$ cat src/rtl/operand_entry_seq.sv
// Operand-entry sequencer: debounces the load button and steps operand A, then
// operand B plus opcode, into held registers qualified by a valid flag.
module operand_entry_seq #(
  parameter int unsigned WIDTH   = 8,
  parameter int unsigned OP_W    = 3,
  parameter int unsigned DEB_CYC = 4
) (
  input  logic             clk,
  input  logic             rst,
  input  logic             btn_load,
  input  logic             btn_clear,
  input  logic [WIDTH-1:0] sw,
  input  logic [OP_W-1:0]  op_sw,
  output logic [WIDTH-1:0] reg_a,
  output logic [WIDTH-1:0] reg_b,
  output logic [OP_W-1:0]  op,
  output logic             valid,
  output logic [1:0]       state
);

  localparam int unsigned      CNT_W   = (DEB_CYC > 1) ? $clog2(DEB_CYC) : 1;
  localparam logic [CNT_W-1:0] CNT_MAX = CNT_W'(DEB_CYC - 1);

  localparam logic [1:0] IDLE   = 2'd0;
  localparam logic [1:0] WAIT_B = 2'd1;
  localparam logic [1:0] READY  = 2'd2;

  logic             sync_q;
  logic             btn_s;
  logic             db;
  logic             db_q;
  logic [CNT_W-1:0] cnt;
  logic             press;

  logic [1:0]       state_n;
  logic [WIDTH-1:0] reg_a_n;
  logic [WIDTH-1:0] reg_b_n;
  logic [OP_W-1:0]  op_n;
  logic             valid_n;

  // Two-flop synchroniser for the raw button
  always_ff @(posedge clk or posedge rst) begin
    if (rst) begin
      sync_q <= 1'b0;
      btn_s  <= 1'b0;
    end else begin
      sync_q <= btn_load;
      btn_s  <= sync_q;
    end
  end

  // Debounce: level flips only after DEB_CYC consecutive disagreeing samples
  always_ff @(posedge clk or posedge rst) begin
    if (rst) begin
      cnt  <= '0;
      db   <= 1'b0;
      db_q <= 1'b0;
    end else begin
      db_q <= db;
      if (btn_s == db) begin
        cnt <= '0;
      end else if (cnt == CNT_MAX) begin
        cnt <= '0;
        db  <= ~db;
      end else begin
        cnt <= cnt + CNT_W'(1);
      end
    end
  end

  assign press = db & ~db_q;

  always_ff @(posedge clk or posedge rst) begin
    if (rst) begin
      state <= IDLE;
      reg_a <= '0;
      reg_b <= '0;
      op    <= '0;
      valid <= 1'b0;
    end else begin
      state <= state_n;
      reg_a <= reg_a_n;
      reg_b <= reg_b_n;
      op    <= op_n;
      valid <= valid_n;
    end
  end

  // Clear wins over a coincident press; the press is dropped
  always_comb begin
    state_n = state;
    reg_a_n = reg_a;
    reg_b_n = reg_b;
    op_n    = op;
    valid_n = valid;
    if (btn_clear) begin
      state_n = IDLE;
      valid_n = 1'b0;
    end else begin
      case (state)
        IDLE: begin
          if (press) begin
            state_n = WAIT_B;
            reg_a_n = sw;
          end
        end
        WAIT_B: begin
          if (press) begin
            state_n = READY;
            reg_b_n = sw;
            op_n    = op_sw;
            valid_n = 1'b1;
          end
        end
        READY: begin
          if (press) begin
            state_n = WAIT_B;
            reg_a_n = sw;
            valid_n = 1'b0;
          end
        end
        default: begin
          state_n = IDLE;
          valid_n = 1'b0;
        end
      endcase
    end
  end

endmodule

$ cat config.mk
export PLATFORM = sky130hd
export DESIGN_NAME = operand_entry_seq
export DESIGN_NICKNAME = d
export VERILOG_FILES = /design/src/rtl/operand_entry_seq.sv
export SDC_FILE = /design/constraint.sdc
export NUM_CORES = 1
export LEC_CHECK = 0
export ABC_AREA = 0
export CAP_MARGIN = 20
export CELL_PAD_IN_SITES_DETAIL_PLACEMENT = 0
export CELL_PAD_IN_SITES_GLOBAL_PLACEMENT = 2
export CORE_AREA = 2 2 63 65
export CTS_BUF_LIST = sky130_fd_sc_hd__clkbuf_8
export DETAILED_ROUTE_END_ITERATION = 16
export DIE_AREA = 0 0 65 67
export MAX_ROUTING_LAYER = met4
export PLACE_DENSITY = 0.9
export SLEW_MARGIN = 0
export SYNTH_ARGS = -nofsm -noshare
export SYNTH_HDL_FRONTEND = slang
export SYNTH_SLANG_ARGS = --single-unit
export TNS_END_PERCENT = 5
$ cat constraint.sdc
create_clock -name clk -period 2.1 [get_ports clk]
set_clock_uncertainty 0.05 [all_clocks]
set_input_delay 0.42 -clock clk [delete_from_list [all_inputs] [get_ports clk]]
set_output_delay 0.42 -clock clk [all_outputs]
set_load 0.005 [all_outputs]
==> flow_metrics.py <==
metrics = {
    "setup_path": {
        "critPathSlowestCell": "clkdlybuf4s50_1",
        "worstSetupPathType": "reg -> out",
        "cp-end-kind": "primary output",
        "required_ns": 1.63,
        "critPathTopFamily": "buffers and inverters",
        "cp-start-kind": "flip-flop",
        "cp_cell_sequence": "clkdlybuf4s50_1",
        "cp_slowest_stage_delay_ns": 0.53,
        "critPathBufInv": 1,
        "crit_arrival_ns": 1.23,
        "cp_max_fo": 5,
    },
    "synthesis": {
        "yosys.area.top_type": "dfrtp_1",
        "synthMuxAreaShare_pct": 24.9,
        "synthesis.nets": 83,
        "avgSynthCellArea_um2": 16.4,
        "yosys.area.top_type_share_pct": 63.6,
        "yosysMostFrequentCell": "dfrtp_1",
        "synthTopCellsByArea": "dfrtp_1 (64%), mux2_4 (14%), mux2_2 (11%)",
        "ys.flop_type": "dfrtp_1",
        "synth-xor-area-share_pct": 0.795,
        "synth_cells": 67,
        "ys_types": 19,
        "synth-edff-count": 0,
        "ys_ff_latch": 28,
        "synth-seq-area-share_pct": 63.6,
        "ys_warn_count": 0,
        "synth_fa_ha_area_share_pct": 1.14,
        "netlist_area_um2": 1100,
        "ys_top_cells_by_count": "dfrtp_1 (28), mux2_2 (11), mux2_4 (10)",
        "synth_simple_gate_area_share_pct": 6.25,
        "synth_compound_area_share_pct": 1.25,
        "synth-async-reset-ratio_pct": 100,
        "synth_top_family_by_area": "multiplexers",
    },
    "sta": {
        "tns_ns": 0,
        "clock.fmax_ghz": 0.589,
        "slew_headroom_pct": 77.2,
        "rsz0062_at_grt": "false",
        "period_minus_slack_ns": 1.70,
        "slew_violations": 0,
        "tightest_slew_ns": 0.343,
        "min_period_over_period_pct": 80.9,
        "final-setup-viol-count": 0,
        "hold_viol": 0,
    },
    "drt": {
        "totalWireLength_um": 2230,
        "drtPass1Iterations": 2,
        "ant_nets": 0,
        "drc": 0,
        "vias_per_cell": 4.32,
        "drt_iter0_markers": 34,
        "wire_per_inst_um": 14.3,
        "vias": 674,
    },
    "cts": {
        "clockRootBuffer": "clkbuf_8",
        "cts_resized": 0,
        "cts_tree": "yes",
        "clk_pin_slew_worst_paths_ns": 0.09,
        "ctsHtreeMaxLevel": 1,
        "clock_sinks": 28,
        "cts_hold_buf": 0,
        "insertion_delay_ns": 0.27,
        "cts_setup_buffers": 0,
        "clock_path_buffers": 2,
        "cts_buffers": 3,
    },
    "pwr": {
        "power_density_nw_per_um2": 1380,
        "power_w": 0.00220,
        "p_leak_nw": 0.714,
        "irDropWorstVdd_uv": 433,
    },
    "finish": {
        "area_delta_synth_final_pct": 45.0,
        "antenna_cells": 0,
        "drive_gt1_share_pct": 28.7,
        "fin_nets": 125,
    },
    "floorplan": {
        "die_h_um": 67,
        "fp-row-count": 22,
        "ios": 37,
        "fp.dieArea_um2": 4360,
        "start_util_pct": 30.5,
        "core_area_um2": 3610,
        "die_w_um": 65,
    },
    "global_routing": {
        "grt-ovfl-total": 0,
        "grt_pass1_vias": 730,
        "grt_pass1_wl_um": 3660,
        "grt_usage_pct": 11.7,
        "grt_max_degree": 29,
        "grt_antenna_before_repair": 0,
    },
    "status": {
        "status": "completed",
    },
    "placed_design": {
        "io_buffers": 36,
        "place_congestion": 0.688,
        "dpl.hpwl_um": 1640,
    },
    "hold_path": {
        "hp-class": "reg -> reg",
    },
    "job": {
        "max-cap-violations": 0,
    },
}
## area by class of cell
type	instances	area, um^2
fillers	346	2010
flip-flops and latches	28	701
repair buffers	38	375
clock inverters	1	30.0
multi-input cells	35	378
clock buffers	3	41.3
well taps	48	60.1
inverters	3	11.3
## stage by stage
stage | utilization, % | setup WS, ns | cells | instance area, um^2 | hold slack [ns]
final | 44.3 | 0.402 | 156 | 1600 | 0.306
after global routing | 44.3 | 0.350 | 156 | 1600 | 0.343
after CTS | 44.3 | 0.394 | 156 | 1600 | 0.310
after detailed placement | 42.3 | 0.127 | 152 | 1530 | 0.287
after global placement | 42.3 | 0.153 | 152 | 1530 | 0.288
after floorplan | - | 0.563 | 67 | 1100 | 0.281
## routing by layer
| layer | vias up | part of all wire [%] | global-route usage, % |
|---|---|---|---|
| met2 | 15 | 53 | 18.4 |
| met3 | 2 | 3.1 | 2.70 |
| met4 | 0 | 0.76 | 4.79 |
| met5 | - | 0 | - |
| met1 | 346 | 43 | 14.5 |
| li1 | 311 | - | - |
## cells by family after synthesis
kind of cell	count (synthesis)
buffers and inverters	4
muxes	21
DFF	28
adders and majority gates	1
xor gates and xnor gates	1
and+or+nand+nor	10
AOI/OAI and AO/OA	2
## state kept, by name, summed over array words and instances (netlist names)
| register | flops |
|---|---|
| sync_q | 1 |
| db_q | 1 |
| reg_b | 8 |
| op | 3 |
| valid | 1 |
| reg_a | 8 |
| cnt | 2 |
| state | 2 |
| db | 1 |
| btn_s | 1 |
## path summary, 6_finish.rpt
path / to / cells after the start / from / slack (ns)
hold reg to reg: btn_s / 0 / sync_q / 0.31
setup reg to reg: reg_b[3] / 3 / db_q / 0.52
setup / recovery: state[0] / 1 / state[0] / 0.40
min in group asynchronous: cnt[1] / 3 / rst / 0.46
hold / removal: btn_s / 0 / sync_q / 0.31
max in group asynchronous: state[0] / 3 / rst / 1.29
## layout by cell type (no fill, tap or decap), drive strengths merged, types with 2 or more instances in the layout
master         count
buf                2
clkbuf             3
clkdlybuf4s50     36
dfrtp             28
inv                3
mux2              21
nand2b             2
## report_power, final
part / switching, W / internal (W) / leakage [nW] / total, W
clock: 0.000160 / 0.000255 / 0.0357 / 0.000415
sequential: 0.000145 / 0.000770 / 0.345 / 0.000914
combinational: 0.000246 / 0.000622 / 0.334 / 0.000868
Note: power is estimated with default switching activity, not from simulation.
